==> config.mk <==
export PLATFORM = sky130hd
export DESIGN_NAME = fft16_top_minimal
export DESIGN_NICKNAME = d
export VERILOG_FILES = /design/src/rtl/fft16_top_minimal.sv
export SDC_FILE = /design/constraint.sdc
export NUM_CORES = 1
export LEC_CHECK = 0
export ABC_CLOCK_PERIOD_IN_PS = 3500
export CAP_MARGIN = 20
export CELL_PAD_IN_SITES_DETAIL_PLACEMENT = 1
export CELL_PAD_IN_SITES_GLOBAL_PLACEMENT = 1
export CORE_ASPECT_RATIO = 0.5
export CORE_UTILIZATION = 41
export DETAILED_ROUTE_END_ITERATION = 16
export PLACE_DENSITY = 0.8
export SETUP_SLACK_MARGIN = 0.5
export SYNTH_ARGS = -nofsm -noshare
export SYNTH_HDL_FRONTEND = slang
export SYNTH_SLANG_ARGS = --single-unit
==> constraint.sdc <==
create_clock -name clk -period 3.5 [get_ports clk]
set_clock_uncertainty 0.2 [all_clocks]
set_input_delay 0.875 -clock clk [delete_from_list [all_inputs] [get_ports clk]]
set_output_delay 0.875 -clock clk [all_outputs]
set_load 0.02 [all_outputs]
==> src/rtl/fft16_top_minimal.sv <==
// fft16_top_minimal: 16-entry real sample memory feeding the first W^0 radix-2 DIT stage of a 16-point FFT.
// Define FFT16_ST1_SCALE_EN to halve every butterfly result (floor) instead of wrapping to 16 bits.
module fft16_top_minimal (
    input  logic         clk,
    input  logic         rst,
    input  logic         load,
    input  logic [3:0]   addr_in,
    input  logic [15:0]  xr_in,
    output logic [255:0] st1_yr,
    output logic [255:0] st1_yi
);
    logic signed [15:0] r_x [16];
    logic [255:0] r_yr;
    logic [255:0] w_yr;
    always_ff @(posedge clk or negedge rst) begin
        if (!rst) begin
            for (int i = 0; i < 16; i++) r_x[i] <= '0;
        end else if (load) begin
            r_x[addr_in] <= xr_in;
        end
    end
    genvar k;
    generate
        for (k = 0; k < 8; k++) begin : g_bfly
            logic signed [16:0] w_sum;
            logic signed [16:0] w_dif;
            assign w_sum = {r_x[k][15], r_x[k]} + {r_x[k+8][15], r_x[k+8]};
            assign w_dif = {r_x[k][15], r_x[k]} - {r_x[k+8][15], r_x[k+8]};
`ifdef FFT16_ST1_SCALE_EN
            assign w_yr[32*k +: 16]    = w_sum[16:1];
            assign w_yr[32*k+16 +: 16] = w_dif[16:1];
`else
            assign w_yr[32*k +: 16]    = w_sum[15:0];
            assign w_yr[32*k+16 +: 16] = w_dif[15:0];
`endif
        end
    endgenerate
    always_ff @(posedge clk or negedge rst) begin
        if (!rst) r_yr <= '0;
        else      r_yr <= w_yr;
    end
    assign st1_yr = r_yr;
    // Input is real-only and every twiddle is W^0, so the imaginary path is identically zero.
    assign st1_yi = '0;
endmodule

==> qor.csv <==
metric,value,unit
crit-path cells,inv_1 > ha_1 > nor2b_1 > o31a_1 > o41a_1 > o21ai_1 > nand4b_1 > o311ai_0,
Hold WC Path Type,primary input to asynchronous set/reset pin,
share of post-route cells with drive strength above 1,0.1039,
Detailed Route Iter0 Violations,980,
vias,21440,
design area,0.03440,mm2
dpl cells,4138,
total track usage,0.2135,
synthesized flop and latch total,504,
global route overflow,0,
post-synthesis simple-gate area fraction,0.09821,
wire per inst,19.09,um
crit path launch type,register,
Post-Synth XOR/XNOR Area,0.05582,
clk_lat worst skew,600,ps
CP peak stage delay,470,ps
Synth Area in Adders,0.1115,
most frequent cell after synthesis,dfrtp_1,
Die Span X,383.3,um
CTS max path bufs,3,
CP max stage cell,o21ai_1,
CTS Sinks,504,
Worst Max-Slew Pin Slew,887.3,ps
CP Capture Type,register,
peak supply drop,0.3808,mV
Syn. warnings,0,
first-pass GRT wire length,125200,um
DRC violations left,7,
Worst Path Max Fanout,8,
Crit Path Category,register to register,
CTS tree,built,
initial antenna violation count,6,
Finished Core Util,0.4812,
nets,3512,
Post-synth top cells,"dfrtp_1 (504), buf_4 (266), inv_1 (247)",
period utilization,0.8298,
Chip Height,192.7,um
Initial Utilization,0.4171,
crit path DAT,3130,ps
WP data required,3730,ps
Syn Inst Count,2991,
Root Buffer,clkbuf_16,
largest family of logic cells by synthesized area,compound AO/OA/AOI/OAI gates,
Post-synth EDFFs,0,
vias per cell,5.066,
async set or reset register ratio after synthesis,1.000,
register area share after synthesis,0.4230,
Synth cell types,83,
violated checks,design-rule violations,
final wirelength,80800,um
Peak Freq,344.3,MHz
GPL Wtd Cong,0.8865,
"Top FF cell, synth",dfrtp_1,
pwr/cell area,906.1,mW/mm2
status,finished with violations,
core area,0.07148,mm2
mux share of post-synthesis cell area,0.06363,
Clock H-tree levels,2,
Die Footprint,0.07386,mm2
Avg Inst Size Synth,9.967,um2
Hold Worst Slack,43.42,ps
Finished Layout Cells,4233,
Row Count,69,
Placed Area,0.03271,mm2
RSZ-0062 raised after global routing,false,
ANT nets after route,0,
"CTS clk-pin slew, worst paths",70,ps
P_leak,15.70,nW
Syn Std Cell Area,0.02981,mm2
Post-DP HPWL,60080,um
setup violators final,0,
Slew Limit Fails,0,
Fin. Hold Viols,0,
setup_tns,0,ps
Synth Area in Compound Gates,0.1321,
"area leader, netlist",dfrtp_1,
Synth area leaders,"dfrtp_1 (42%), ha_1 (10%), buf_4 (6.7%), mux2_2 (6.2%), xnor2_1 (4.9%)",
Synth top area share,0.4230,
max-cap violation count,0,
Port Buffer Count,278,
io pins,535,
via count of the first global-routing pass,22520,
Num CTS Buffers,50,
"Area growth, synth to finish",15.39,%
DRT Pass-1 Iters,11,
fin crit period,2904,ps
Rel. slew slack,0.4066,
largest net degree at the start of global routing,76,
## cell usage in the layout (no fill, tap or decap), types with 18 or more instances in the layout
| cell type | instances |
|---|---|
| a211oi_1 | 25 |
| a21oi_1 | 163 |
| conb_1 | 256 |
| o21bai_1 | 18 |
| nand2b_1 | 53 |
| a21o_1 | 23 |
| nor2_1 | 206 |
| inv_1 | 247 |
| xnor2_1 | 168 |
| o21ai_0 | 175 |
| buf_4 | 44 |
| o21a_1 | 29 |
| ha_1 | 240 |
| clkdlybuf4s50_1 | 277 |
| o31ai_1 | 18 |
| mux2_2 | 164 |
| xor2_1 | 22 |
| clkbuf_16 | 53 |
| dfrtp_1 | 503 |
| nand2_1 | 165 |
| nor2b_1 | 48 |
| nor3_1 | 40 |
## area by class of cell
cell class	count	area [um2]
fill	8034	37080
tap	958	1199
antenna	3	7.507
timing repair buffer	329	3258
inverter	248	930.9
sequential	504	12610
multi-input combinational	2100	14740
clock buffer	78	1550
clock inverter	13	103.9
## cell families after synthesis
logic type | Yosys count
flops | 504
fa+ha+maj | 256
mux | 169
other cells | 1
compound gates | 608
simple gates | 621
xor+xnor | 190
buf+inv | 642
## power breakdown
part | leakage [nW] | switching [mW] | internal [mW]
clock network | 0.820 | 2.36 | 3.12
logic | 8.89 | 9.50 | 6.96
registers | 5.99 | 1.16 | 8.08
## critical path, delay by kind of cell (launching register included)
kind | cells | cell delay (ps)
AOI/OAI and AO/OA | 4 | 1320
adders and majority gates | 1 | 420
and+or+nand+nor | 2 | 380
DFF | 1 | 360
buffers and inverters | 1 | 60
## flip-flops by register name, indices dropped and copies added (netlist names)
register	flops
st1_yr	248
r_x	256
## metal layers
layer	GRT usage	share of wire	routed length (um)
met1	0.2534	0.41	33040
met2	0.3991	0.53	42780
met3	0.02767	0.033	2682
met4	0.06987	0.028	2298
met5	0	0	0
## stage by stage
stage                     setup slack [ps]  total power [mW]
after floorplan                      922.4             19.60
after global placement               524.3             25.16
after detailed placement             450.2             25.71
after CTS                            565.0             31.40
after global routing                 506.8             33.02
final                                595.6             31.17
## timing repair
action,in CTS,in global routing
hold buffers,0,0
resized for setup,0,6
setup buffers,0,1
setup endpoints to repair,0,8
## final timing paths
| check | slack [ps] | endpoint | cells past startpoint | from |
|---|---|---|---|---|
| min | 40 | st1_yr[214] | 1 | rst |
| min in group clk | 330 | r_x[159] | 1 | r_x[159] |
| max reg2reg | 600 | st1_yr[124] | 8 | r_x[66] |
| max | 600 | st1_yr[124] | 8 | r_x[66] |
| max in group asynchronous | 2110 | r_x[172] | 2 | rst |
| min reg2reg | 330 | r_x[159] | 1 | r_x[159] |
(Power assumes the default switching activity.)
